`config.mk`:
```
export PLATFORM = sky130hd
export DESIGN_NAME = control_sequencer
export DESIGN_NICKNAME = d
export VERILOG_FILES = /design/src/rtl/control_sequencer.sv
export SDC_FILE = /design/constraint.sdc
export NUM_CORES = 1
export LEC_CHECK = 0
export ABC_CLOCK_PERIOD_IN_PS = 3790
export CORE_MARGIN = 2
export CORE_UTILIZATION = 37
export DETAILED_ROUTE_END_ITERATION = 10
export GPL_TIMING_DRIVEN = 0
export HOLD_SLACK_MARGIN = 0.12
export PLACE_DENSITY = 0.84
export REMOVE_ABC_BUFFERS = 1
export SETUP_SLACK_MARGIN = 0.15
export SLEW_MARGIN = 10
export SYNTH_ARGS = -nofsm -noshare
export SYNTH_HDL_FRONTEND = slang
export SYNTH_SLANG_ARGS = --single-unit
```
`constraint.sdc`:
```
create_clock -name Clock -period 3.79 [get_ports Clock]
set_input_delay 0.379 -clock Clock [delete_from_list [all_inputs] [get_ports Clock]]
set_output_delay 0.379 -clock Clock [all_outputs]
set_load 0.02 [all_outputs]
```
`src/rtl/control_sequencer.sv`:
```
// Hardwired control unit for the single-bus datapath: fetch in T0-T2, per-class
// execute in T3-T7, memory steps stretched by mem_ready, with stop/idle and halt.
module control_sequencer #(
  parameter int                 OPC_W   = 5,
  parameter int                 ALUOP_W = 5,
  parameter logic [ALUOP_W-1:0] ALU_ADD = 5'b00011,
  parameter logic [ALUOP_W-1:0] ALU_SUB = 5'b00100,
  parameter logic [ALUOP_W-1:0] ALU_AND = 5'b00101,
  parameter logic [ALUOP_W-1:0] ALU_OR  = 5'b00110
) (
  input  logic               Clock,
  input  logic               Reset,
  input  logic [31:0]        ir,
  input  logic               CON_out,
  input  logic               mem_ready,
  input  logic               stop,
  output logic               PCout,
  output logic               Zlowout,
  output logic               MDRout,
  output logic               MARin,
  output logic               Zin,
  output logic               PCin,
  output logic               MDRin,
  output logic               IRin,
  output logic               Yin,
  output logic               IncPC,
  output logic               Read,
  output logic               Write,
  output logic               GRA,
  output logic               GRB,
  output logic               GRC,
  output logic               Rin,
  output logic               Rout,
  output logic               BAout,
  output logic               Cout,
  output logic               CON_in,
  output logic [ALUOP_W-1:0] operation,
  output logic               run,
  output logic               illegal
);

  typedef enum logic [3:0] {
    S_RST, S_IDLE, S_T0, S_T1, S_T2, S_T3, S_T4, S_T5, S_T6, S_T7, S_HALT
  } state_t;

  state_t state, next_state;

  logic [OPC_W-1:0]   opc;
  logic               is_ld, is_ldi, is_st, is_br, is_nop, is_halt;
  logic               is_add, is_sub, is_and, is_or, is_addi, is_andi, is_ori;
  logic               is_reg, is_imm, is_bad;
  logic [ALUOP_W-1:0] alu_sel;
  state_t             enter_t0;
  logic               unused_ir_bits;

  assign opc            = ir[31 -: OPC_W];
  assign unused_ir_bits = ^ir[31-OPC_W:0];

  always_comb begin
    is_ld   = (opc == OPC_W'(5'b00000));
    is_ldi  = (opc == OPC_W'(5'b00001));
    is_st   = (opc == OPC_W'(5'b00010));
    is_add  = (opc == OPC_W'(5'b00011));
    is_sub  = (opc == OPC_W'(5'b00100));
    is_and  = (opc == OPC_W'(5'b00101));
    is_or   = (opc == OPC_W'(5'b00110));
    is_addi = (opc == OPC_W'(5'b01100));
    is_andi = (opc == OPC_W'(5'b01101));
    is_ori  = (opc == OPC_W'(5'b01110));
    is_br   = (opc == OPC_W'(5'b10010));
    is_nop  = (opc == OPC_W'(5'b11010));
    is_halt = (opc == OPC_W'(5'b11011));
    is_reg  = is_add | is_sub | is_and | is_or;
    is_imm  = is_addi | is_andi | is_ori;
    is_bad  = !(is_ld | is_ldi | is_st | is_reg | is_imm | is_br | is_nop | is_halt);
    if (is_sub)                 alu_sel = ALU_SUB;
    else if (is_and | is_andi)  alu_sel = ALU_AND;
    else if (is_or  | is_ori)   alu_sel = ALU_OR;
    else                        alu_sel = ALU_ADD;
  end

  // NOTE: state registers use non-blocking assignments so every flop samples pre-edge values.
  always_ff @(posedge Clock) begin
    if (Reset) state <= S_RST;
    else       state <= next_state;
  end

  // Every instruction boundary funnels through enter_t0 so stop is honoured uniformly.
  assign enter_t0 = stop ? S_IDLE : S_T0;

  always_comb begin
    next_state = state;
    unique case (state)
      S_RST:  next_state = enter_t0;
      S_IDLE: if (!stop) next_state = S_T0;
      S_T0:   next_state = S_T1;
      S_T1:   if (mem_ready) next_state = S_T2;
      S_T2: begin
        if (is_halt)              next_state = S_HALT;
        else if (is_nop | is_bad) next_state = enter_t0;
        else                      next_state = S_T3;
      end
      S_T3:   next_state = S_T4;
      S_T4:   next_state = S_T5;
      S_T5:   next_state = (is_ld | is_st | is_br) ? S_T6 : enter_t0;
      S_T6: begin
        if (is_ld)      next_state = mem_ready ? S_T7 : S_T6;
        else if (is_st) next_state = S_T7;
        else            next_state = enter_t0;
      end
      S_T7:   if (!(is_st && !mem_ready)) next_state = enter_t0;
      S_HALT: next_state = S_HALT;
      default: next_state = S_RST;
    endcase
  end

  // NOTE: every output gets a default first so no path through the case can infer a latch.
  always_comb begin
    PCout = 1'b0; Zlowout = 1'b0; MDRout = 1'b0; MARin  = 1'b0; Zin   = 1'b0;
    PCin  = 1'b0; MDRin   = 1'b0; IRin   = 1'b0; Yin    = 1'b0; IncPC = 1'b0;
    Read  = 1'b0; Write   = 1'b0; GRA    = 1'b0; GRB    = 1'b0; GRC   = 1'b0;
    Rin   = 1'b0; Rout    = 1'b0; BAout  = 1'b0; Cout   = 1'b0; CON_in = 1'b0;
    operation = '0;
    illegal   = 1'b0;
    run       = !(state inside {S_RST, S_IDLE, S_HALT});
    case (state)
      S_T0: begin PCout = 1'b1; MARin = 1'b1; IncPC = 1'b1; Zin = 1'b1; operation = ALU_ADD; end
      S_T1: begin Zlowout = 1'b1; PCin = 1'b1; Read = 1'b1; MDRin = 1'b1; end
      S_T2: begin MDRout = 1'b1; IRin = 1'b1; illegal = is_bad; end
      S_T3: begin
        if (is_br) begin
          GRA = 1'b1; Rout = 1'b1; CON_in = 1'b1;
        end else if (is_reg | is_imm) begin
          GRB = 1'b1; Rout = 1'b1; Yin = 1'b1;
        end else if (is_ld | is_ldi | is_st) begin
          GRB = 1'b1; Rout = 1'b1; BAout = 1'b1; Yin = 1'b1;
        end
      end
      S_T4: begin
        if (is_br) begin
          PCout = 1'b1; Yin = 1'b1;
        end else if (is_reg) begin
          GRC = 1'b1; Rout = 1'b1; Zin = 1'b1; operation = alu_sel;
        end else if (is_imm) begin
          Cout = 1'b1; Zin = 1'b1; operation = alu_sel;
        end else if (is_ld | is_ldi | is_st) begin
          Cout = 1'b1; Zin = 1'b1; operation = ALU_ADD;
        end
      end
      S_T5: begin
        if (is_br) begin
          Cout = 1'b1; Zin = 1'b1; operation = ALU_ADD;
        end else if (is_ld | is_st) begin
          Zlowout = 1'b1; MARin = 1'b1;
        end else if (is_reg | is_imm | is_ldi) begin
          Zlowout = 1'b1; GRA = 1'b1; Rin = 1'b1;
        end
      end
      S_T6: begin
        if (is_ld) begin
          Read = 1'b1; MDRin = 1'b1;
        end else if (is_st) begin
          GRA = 1'b1; Rout = 1'b1; MDRin = 1'b1;
        end else if (is_br) begin
          Zlowout = 1'b1; PCin = CON_out;
        end
      end
      S_T7: begin
        if (is_ld) begin
          MDRout = 1'b1; GRA = 1'b1; Rin = 1'b1;
        end else if (is_st) begin
          MDRout = 1'b1; Write = 1'b1;
        end
      end
      default: ;
    endcase
  end

endmodule

```
==> summary.md, run 1 <==
| Metric | Value |
|---|---|
| Vert. Die Dim | `52.2 µm` |
| Ranking of synthesized cells by area | `dfxtp_1, a21oi_1, nor2_1` |
| Starting density of the core | `0.388` |
| Std-Cell Core Area | `2210 µm²` |
| Top flop regs | `state (4)` |
| Arithmetic-cell share of the synthesized area counting full adders, half adders and majority gates | `0` |
| Compound-Gate Fraction of Synth Area | `0.386` |
| Worst path arrival time | `around 2.8 ns` |
| Met3 wire len | `around 190 µm` |
| Final instance area | `1190 µm²` |
| 1st-pass router iterations | `4` |
| Footprint of the flip-flops and latches | `between 80 and 90 µm²` |
| Combinational cell fraction of total power | `0.685` |
| Clock tree from TritonCTS | `yes` |
| Max Cap Viol | `0` |
| Post-placement cell count | `189` |
| Worst min-delay path startpoint | `state[0]` |
| Layout cells sized above 1 | `0.0488` |
| Wire length per cell after detailed routing | `13.9 µm` |
| Final setup vio count | `0` |
| IO Pins | `64` |
| Num CTS Buffers | `3` |
| Count of hold buffers inserted by post-cts repair | `0` |
| CTS resizes | `0` |
| Measured slew at the worst slew-check pin | `0.830 ns` |
| Worst setup path startpoint | `ir[27]` |
| Reg2reg start | `state[2]` |
| Switching Fraction | `0.489` |
| Final total negative setup slack | `0 ns` |
| Total standard cell area after synthesis | `858 µm²` |
| Largest family of logic cells by synthesized area | `simple AND/OR/NAND/NOR gates` |
| Net Sw Power | `229 µW` |
| Leakage | `0.429 nW` |
| Synth cell count leaders | `a21oi_1, nor2_1, nand2_1` |
| Hold_ws | `around 0.77 ns` |
| Cell internal pwr | `~240 µW` |
| Clk Latency, worst-skew pair | `0.23 ns` |
| Number of I/O port buffers | `34` |
| Filler Cell Count | `230` |
| Register area share after synthesis | `0.0933` |
| Critical path type | `in -> out` |
| Deepest clock path buffer count | `2` |
| Placement-stage cell area | `1170 µm²` |
| Flip-flop count of the largest register, all copies and words added | `4` |
| Inserted Diodes | `0` |
| Worst setup EP type | `primary output` |
| Count of clock tree sinks | `4` |
| Violation count after the first detailed-route iteration | `44` |
| Min Clock Period, post-route | `3.21 ns` |
| P&R area growth vs syn | `39.2%` |
| Setup Fix Bufs, Post-CTS | `0` |
| Worst Path Max Fanout | `10` |
| Via count of the first global-routing pass | `just under 1000` |
| Cell at the root of the clock tree | `clkbuf_4` |
| Final WL | `about 2700 µm` |
| Async set-or-reset flop fraction in the synthesized netlist | `0` |
| Pins Over Slew Limit | `0` |
| Total number of placement rows | `17` |
| Mean instance size in the synthesized netlist | `6.17 µm²` |
| Area occupied by multi-input gates | `698 µm²` |
| RSZ-0062 raised after global routing | `false` |
| Number of instances in the synthesized netlist | `roughly 140` |
| Post-detailed-route DRC marker count | `0` |
| Crit path required time | `3.41 ns` |
| Maximum number of pins on one net before global-route repair | `26` |
| Count of synthesis-stage warnings from yosys | `0` |
| Die ar. | `2720 µm²` |
| CP Launch Type | `primary input` |
| Clock-pin slew on the worst setup and hold paths | `0.04 ns` |
| Headroom to the max-slew limit | `0.446` |
| Clock network power share | `0.111` |
| Detailed placement HPWL | `1950 µm` |
| Total global routing track utilization | `0.196` |
| Met1 wire length | `1210 µm` |
| Path type of the worst min-delay path | `reg -> reg` |
| Utilization after layout | `0.540` |
| Xor and xnor area share after synthesis | `0.0204` |
| Final clock skew | `0.00103 ns` |
| Die Wd | `52.2 µm` |
| Routed via count | `1159` |
| R2R Setup Slk | `1.74 ns` |
| Amount of wire on met2 after detailed routing | `approximately 1300 µm` |
| First-pass GRT wire length | `roughly 4200 µm` |
| Register with the highest flop count | `state` |
| PwrDens | `391 nW/µm²` |
| Reg power frac | `0.205` |
| Max Fclk | `0.312 GHz` |
| Initial antenna violation count | `0` |
| Multiplexer share of the synthesized area | `0` |
| Total gr overflow | `0` |
| Number of hold violations in the final report | `0` |
| Number of distinct library cells after synthesis | `between 40 and 50` |
| Antenna viol nets, final | `0` |
| Yosys top cell area share | `0.0933` |
| Top layer used by detailed routing | `met3` |
| Primary FF master, synth | `dfxtp_1` |
| Part of the cycle the worst path needs | `0.846` |
| Nets | `203` |
| Max IR drop VDD | `309 µV` |
| Final cell count without fillers | `192` |
| Largest area contributor in the synthesized netlist | `dfxtp_1` |
| #FFs+latches synth | `4` |
| H-tree depth reported by CTS | `1` |
| Number of enable flip-flop cells after synthesis | `0` |
| Status | `finished clean` |
| Routability cong. | `0.887` |
| Simple-gate share of the synthesized area | `0.398` |
| Avg Vias per Cell | `6.04` |
logic make-up (layout without fill, tap and decap cells):
family,after synthesis,count (layout)
compound gates,50,50
xor+xnor,2,2
simple gates,64,64
buf+inv,18,42
other cells,1,2
flops,4,4
through the flow:
stage / setup slack [ns] / power, mW
6_report: 0.583 / 0.467
4_1_cts: 0.597 / 0.467
3_3_place_gp: 0.634 / 0.407
5_1_grt: 0.412 / 0.502
2_1_floorplan: 1.42 / 0.279
3_5_place_dp: 0.598 / 0.412
cells in the final DEF, fill, tap and decap left out, types with 2 or more instances in the layout:
cell | synthesis | final
o31ai_1 | 2 | 2
a21oi_1 | 15 | 15
a31oi_1 | 3 | 3
nor3_1 | 5 | 5
dfxtp_1 | 4 | 4
nor2_1 | 15 | 15
clkdlybuf4s50_1 | 0 | 34
conb_1 | 1 | 2
a211oi_1 | 2 | 2
or4_4 | 2 | 2
o22ai_1 | 3 | 3
nand2_1 | 10 | 10
a21o_1 | 3 | 3
nand3_1 | 6 | 6
clkbuf_4 | 0 | 3
o21bai_1 | 3 | 3
xor2_1 | 2 | 2
nand2b_1 | 6 | 6
o21ai_0 | 9 | 9
nor4_1 | 4 | 4
nor2b_1 | 7 | 7
inv_1 | 5 | 5
layer usage:
metal	global-route usage	up-vias
li1	-	555
met1	0.278	549
met2	0.316	55
met3	0.0345	0
met4	0.0256	0
met5	0	-
layout make-up:
class / count / share of cell area
clock buffer: 3 / 0.0188
sequential: 4 / 0.0670
multi-input combinational: 118 / 0.584
inverter: 5 / 0.0157
timing repair buffer: 34 / 0.285
tap: 28 / 0.0293
final timing paths:
| check | to | cells past startpoint |
|---|---|---|
| max | GRA | 6 |
| min | state[2] | 2 |
| max reg2reg | state[1] | 6 |
| min reg2reg | state[2] | 2 |
worst max-delay path, stage by stage:
cell and delay, ns:
clkdlybuf4s50_1 0.58, or4_4 0.65, or2_1 0.29, o2bb2ai_1 0.20, or3_1 0.14, clkdlybuf4s50_1 0.59
power by group through the flow:
| stage | clock network, mW | logic, mW | registers (mW) |
|---|---|---|---|
| floorplan | 0 | 0.197 | 0.0823 |
| global placement | 0 | 0.313 | 0.0938 |
| detailed placement | 0 | 0.318 | 0.0943 |
| CTS | 0.0539 | 0.319 | 0.0939 |
| global route | 0.0576 | 0.345 | 0.0990 |
| finish | 0.0517 | 0.320 | 0.0957 |
No activity file was read; power rests on OpenSTA's default activity.
==> inputs of run 2 (changes only) <==
- ABC_CLOCK_PERIOD_IN_PS: 3790 -> 3200
- CORE_UTILIZATION: 37 -> 34
- PLACE_DENSITY: 0.84 -> 0.77
- clock period: 3.79 -> 3.2 ns (I/O delays scaled with it)
==> run 2 against run 1 <==
  * Total power grew 18%
  * First-iteration DRC count is 27% lower
  * Non-clock buffer count unchanged
==> summary.md, run 2 (synthesis results as in run 1) <==
| Metric | Value |
|---|---|
| H-tree depth reported by CTS | `1` |
| Measured slew at the worst slew-check pin | `about 0.84 ns` |
| Count of clock tree sinks | `4` |
| IO Pins | `64` |
| Min Clock Period, post-route | `2.93 ns` |
| Routability cong. | `0.872` |
| Clock tree from TritonCTS | `yes` |
| Number of hold violations in the final report | `0` |
| Most common library cell in the layout ignoring fill and taps | `clkdlybuf4s50_1` |
| Pins Over Slew Limit | `0` |
| Avg Vias per Cell | `5.78` |
| Final WL | `between 2000 and 3000 µm` |
| Leading cell types in the layout, fill and taps excluded | `clkdlybuf4s50_1, nor2_1, a21oi_1` |
| Routed via count | `about 1100` |
| R2R Setup Slk | `roughly 1.2 ns` |
| End point of the worst hold path | `state[3]` |
| Final setup vio count | `0` |
| CP Launch Type | `primary input` |
| Initial antenna violation count | `0` |
| Worst min-delay path startpoint | `Reset` |
| Instance count along the most critical hold path | `2` |
| Top flop regs | `state (4)` |
| Worst R2R End | `state[1]` |
| Vert. Die Dim | `between 50 and 60 µm` |
| Leakage | `~0.45 nW` |
| Final total negative setup slack | `0 ns` |
| Register with the highest flop count | `state` |
| P&R area growth vs syn | `41.1%` |
| Die ar. | `roughly 3000 µm²` |
| Worst reg2reg path depth | `6` |
| Reg2reg start | `state[2]` |
| Inserted Diodes | `0` |
| Final clock skew | `0.00104 ns` |
| Status | `finished clean` |
| Post-detailed-route DRC marker count | `0` |
| Starting density of the core | `0.353` |
| Placement-stage cell area | `about 1200 µm²` |
| Number of I/O port buffers | `34` |
| Std-Cell Core Area | `2430 µm²` |
| Max Fclk | `0.341 GHz` |
| Antenna viol nets, final | `0` |
| First-pass GRT wire length | `around 4300 µm` |
| RSZ-0062 raised after global routing | `false` |
| Worst Path Max Fanout | `11` |
| Cell at the root of the clock tree | `clkbuf_4` |
| Final instance area | `1210 µm²` |
| Total power consumption of the routed design | `551 µW` |
| Total global routing track utilization | `0.189` |
| Flip-flop count of the largest register, all copies and words added | `4` |
| 1st-pass router iterations | `4` |
| Nets | `203` |
| Num CTS Buffers | `3` |
| Deepest clock path buffer count | `2` |
| Headroom to the max-slew limit | `0.437` |
| Total number of placement rows | `18` |
| Part of the cycle the worst path needs | `0.917` |
| Total gr overflow | `0` |
| Worst path arrival time | `2.61 ns` |
| Wire length per cell after detailed routing | `~14 µm` |
| Layout cells sized above 1 | `0.0610` |
| PwrDens | `455 nW/µm²` |
| Clk Latency, worst-skew pair | `roughly 0.23 ns` |
| Violation count after the first detailed-route iteration | `32` |
| Detailed placement HPWL | `1960 µm` |
| Via count of the first global-routing pass | `979` |
| Utilization after layout | `0.498` |
| Post-placement cell count | `about 190` |
| Max Cap Viol | `0` |
| Path type of the worst min-delay path | `in -> reg` |
| Die Wd | `54.2 µm` |
| Max IR drop VDD | `341 µV` |
| Maximum number of pins on one net before global-route repair | `26` |
| Crit path required time | `2.88 ns` |
| Worst setup EP type | `primary output` |
| Clock-pin slew on the worst setup and hold paths | `0.04 ns` |
| Critical path type | `in -> out` |
| Final cell count without fillers | `about 190` |
run 2: cell types whose count changed in the layout (fill, tap and decap cells not counted):
cell / previous run / this run
a31oi_1: 3 / 2
a31oi_2: 0 / 1
clkdlybuf4s50_1: 34 / 30
dlygate4sd2_1: 0 / 2
dlymetal6s2s_1: 0 / 2
nand3_1: 6 / 5
nand3_2: 0 / 1
run 2: layout make-up:
class / instances / area, µm²
sequential: 4 / 80.1
fill: 239 / 1220
multi-input combinational: 118 / 709
clock buffer: 3 / 22.5
tap: 30 / 37.5
inverter: 5 / 18.8
timing repair buffer: 34 / 343
run 2: worst max-delay path: stages:
cell	delay [ns]
clkdlybuf4s50_1	0.74
inv_1	0.24
a21oi_1	0.18
o22ai_1	0.18
a311o_1	0.40
clkdlybuf4s50_1	0.55
run 2: worst max-delay path by stage:
stage                     startpoint  endpoint  slack (ns)  cells after the start
after floorplan             state[2]      Rout        0.89                      3
after global placement        ir[27]       GRA        0.15                      6
after detailed placement      ir[27]       GRA        0.14                      6
after CTS                     ir[29]       GRA        0.17                      6
after global routing        state[2]       GRA        0.16                      5
final                         ir[28]      Rout        0.27                      6
run 2: layer usage:
| metal | up-vias | share of wire | GRT usage |
|---|---|---|---|
| met4 | 0 | 0 | 0.0250 |
| met1 | 524 | 0.46 | 0.274 |
| met3 | 0 | 0.050 | 0.0246 |
| met2 | 41 | 0.49 | 0.301 |
| met5 | - | 0 | 0 |
| li1 | 556 | - | - |
run 2: power by group:
group	switching, mW	total, mW	internal, mW
sequential	0.0530	0.115	0.0619
combinational	0.197	0.375	0.178
clock	0.0194	0.0613	0.0419
run 2: metrics by stage:
step	setup slack (ns)	hold slack, ns
final	0.265	0.733
after floorplan	0.893	0.389
after CTS	0.173	0.729
after global routing	0.161	0.748
after detailed placement	0.140	0.786
after global placement	0.154	0.763
run 2: what timing repair did:
| item | in CTS | in global routing |
|---|---|---|
| setup endpoints to repair | 1 | 6 |
| buffers inserted | 0 | 0 |
| gates resized for setup | 2 | 4 |
| endpoints found under the hold margin | 0 | 0 |
| hold buffers | 0 | 0 |
==> inputs of run 3 (changes only) <==
- ABC_CLOCK_PERIOD_IN_PS: 3200 -> 2800
- clock period: 3.2 -> 2.8 ns (I/O delays scaled with it)
==> run 3 against run 2 <==
  * Die area unchanged
  * Largest power group unchanged
  * Combinational power rose by 14%
  * Non-clock buffer count unchanged
  * Clock skew rose by 0.0011 ns
==> summary.md, run 3 (synthesis results as in run 1) <==
| Metric | Value |
|---|---|
| Min Clock Period, post-route | `approximately 2.6 ns` |
| Worst path arrival time | `2.30 ns` |
| Count of clock tree sinks | `4` |
| Final total negative setup slack | `0 ns` |
| Pins Over Slew Limit | `0` |
| Total power consumption of the routed design | `633 µW` |
| Routability cong. | `a little under 0.9` |
| Nets | `203` |
| Filler Cell Count | `239` |
| Max Cap Viol | `0` |
| Clk Latency, worst-skew pair | `0.23 ns` |
| Clock-pin slew on the worst setup and hold paths | `0.04 ns` |
| Max IR drop VDD | `324 µV` |
| Flip-flop count of the largest register, all copies and words added | `4` |
| Leading cell types in the layout, fill and taps excluded | `clkdlybuf4s50_1, nor2_1, a21oi_1` |
| Final WL | `2680 µm` |
| Hold_ws | `0.661 ns` |
| P&R area growth vs syn | `40.7%` |
| Met2 layer usage reported by global route | `0.301` |
| Headroom to the max-slew limit | `0.558` |
| Post-detailed-route DRC marker count | `0` |
| Routed via count | `1095` |
| Total number of placement rows | `18` |
| Number of hold violations in the final report | `0` |
| CP Launch Type | `primary input` |
| Die ar. | `2940 µm²` |
| Leakage | `0.474 nW` |
| 1st-pass router iterations | `4` |
| Crit path required time | `2.52 ns` |
| IO Pins | `64` |
| Max stage delay cell, worst path | `or4_4` |
| Total global routing track utilization | `0.189` |
| RSZ-0062 raised after global routing | `false` |
| Die Wd | `54.2 µm` |
| Most common library cell in the layout ignoring fill and taps | `clkdlybuf4s50_1` |
| Ordered list of cells on the worst path | `dlygate4sd2_1 > or4_4 > nor3_1 > a311o_1 > clkdlybuf4s50_1` |
| Deepest clock path buffer count | `2` |
| Crit-path leading delay family | `buffers and inverters` |
| Placement-stage cell area | `~1200 µm²` |
| Worst setup EP type | `primary output` |
| H-tree depth reported by CTS | `1` |
| Most heavily used metal layer in global routing | `met2` |
| Wire length per cell after detailed routing | `roughly 14 µm` |
| Worst min-delay path startpoint | `state[1]` |
| Register with the highest flop count | `state` |
| Violation count after the first detailed-route iteration | `26` |
| Total gr overflow | `0` |
| Detailed placement HPWL | `1960 µm` |
| Final cell count without fillers | `194` |
| Worst reg2reg path depth | `6` |
| Avg Vias per Cell | `5.64` |
| Buffers & Inverters on Critical Path | `2` |
| Worst R2R End | `state[1]` |
| Maximum number of pins on one net before global-route repair | `26` |
| Worst Path Max Fanout | `10` |
| Reg2reg start | `state[2]` |
| Worst Setup Slack, final | `between 0.2 and 0.25 ns` |
| Final setup vio count | `0` |
| Num CTS Buffers | `3` |
| Cell at the root of the clock tree | `clkbuf_4` |
| Pre-CTS WS | `-0.180 ns` |
| End point of the worst hold path | `state[2]` |
| R2R Setup Slk | `1.03 ns` |
| Vert. Die Dim | `around 54 µm` |
| First-pass GRT wire length | `4270 µm` |
| Count of hold buffers inserted by post-cts repair | `0` |
| Path type of the worst min-delay path | `reg -> reg` |
| Via count of the first global-routing pass | `roughly 1000` |
| Layout cells sized above 1 | `0.104` |
| Initial antenna violation count | `0` |
| Final instance area | `1210 µm²` |
| Part of the cycle the worst path needs | `0.920` |
| PwrDens | `roughly 520 nW/µm²` |
| Clock tree from TritonCTS | `yes` |
| Number of I/O port buffers | `34` |
| Measured slew at the worst slew-check pin | `0.657 ns` |
| Max stage delay on crit path | `0.62 ns` |
| GR Layer Usage met1 | `0.274` |
| Inserted Diodes | `0` |
| Instance count along the most critical hold path | `2` |
| Critical path type | `in -> out` |
| Final clock skew | `about 0.0022 ns` |
| Antenna viol nets, final | `0` |
| Top flop regs | `state (4)` |
| Std-Cell Core Area | `about 2400 µm²` |
| Post-placement cell count | `191` |
| Starting density of the core | `0.353` |
| Utilization after layout | `0.496` |
| Global routing usage on met3 | `0.0246` |
| Max Fclk | `0.388 GHz` |
| Setup Fix Bufs, Post-CTS | `0` |
| Status | `finished clean` |
run 3: cell types whose count changed in the layout (fill, tap and decap cells not counted), sizes merged:
cell	change
clkbuf	+2
dlygate4sd2	+1
clkdlybuf4s50	-3
run 3: tightest hold or removal path, cell delays in order (launching register included):
cell and delay (ns):
dfxtp_2 0.41, inv_1 0.13, a211oi_1 0.08
run 3: cell type report:
| cell class | instances | area (µm²) | share of cell area |
|---|---|---|---|
| multi-input combinational | 118 | 712 | 0.590 |
| timing repair buffer | 34 | 332 | 0.275 |
| sequential | 4 | 85.1 | 0.0705 |
| tap | 30 | 37.5 | 0.0311 |
| clock buffer | 3 | 22.5 | 0.0187 |
| inverter | 5 | 18.8 | 0.0155 |
run 3: timing repair:
action                     4_1_cts  5_1_grt
setup endpoints to repair       15       10
hold endpoints to repair         0        0
gates resized for setup          6       13
run 3: power by group:
| part | switching (mW) | total, mW | leakage (nW) | internal [mW] |
|---|---|---|---|---|
| logic | 0.225 | 0.427 | 0.426 | 0.202 |
| registers | 0.0604 | 0.134 | 0.0343 | 0.0740 |
| clock network | 0.0229 | 0.0708 | 0.0138 | 0.0479 |
| total | 0.309 | 0.633 | 0.474 | 0.324 |
run 3: worst max-delay path by stage:
stage,from,endpoint,slack (ns),cells past startpoint
detailed placement,ir[27],GRA,-0.18,6
CTS,state[0],GRA,0.06,6
global route,state[2],Yin,0.15,5
finish,ir[27],Rout,0.22,5
floorplan,state[2],Rout,0.53,3
global placement,ir[27],GRA,-0.17,6
run 3: metal layers:
metal  up-vias  part of all wire  routed length (µm)
li1        555                 -                   -
met1       500              0.44                1180
met2        40              0.51                1360
met3         0             0.054                 144
met4         0                 0                   0
met5         -                 0                   0
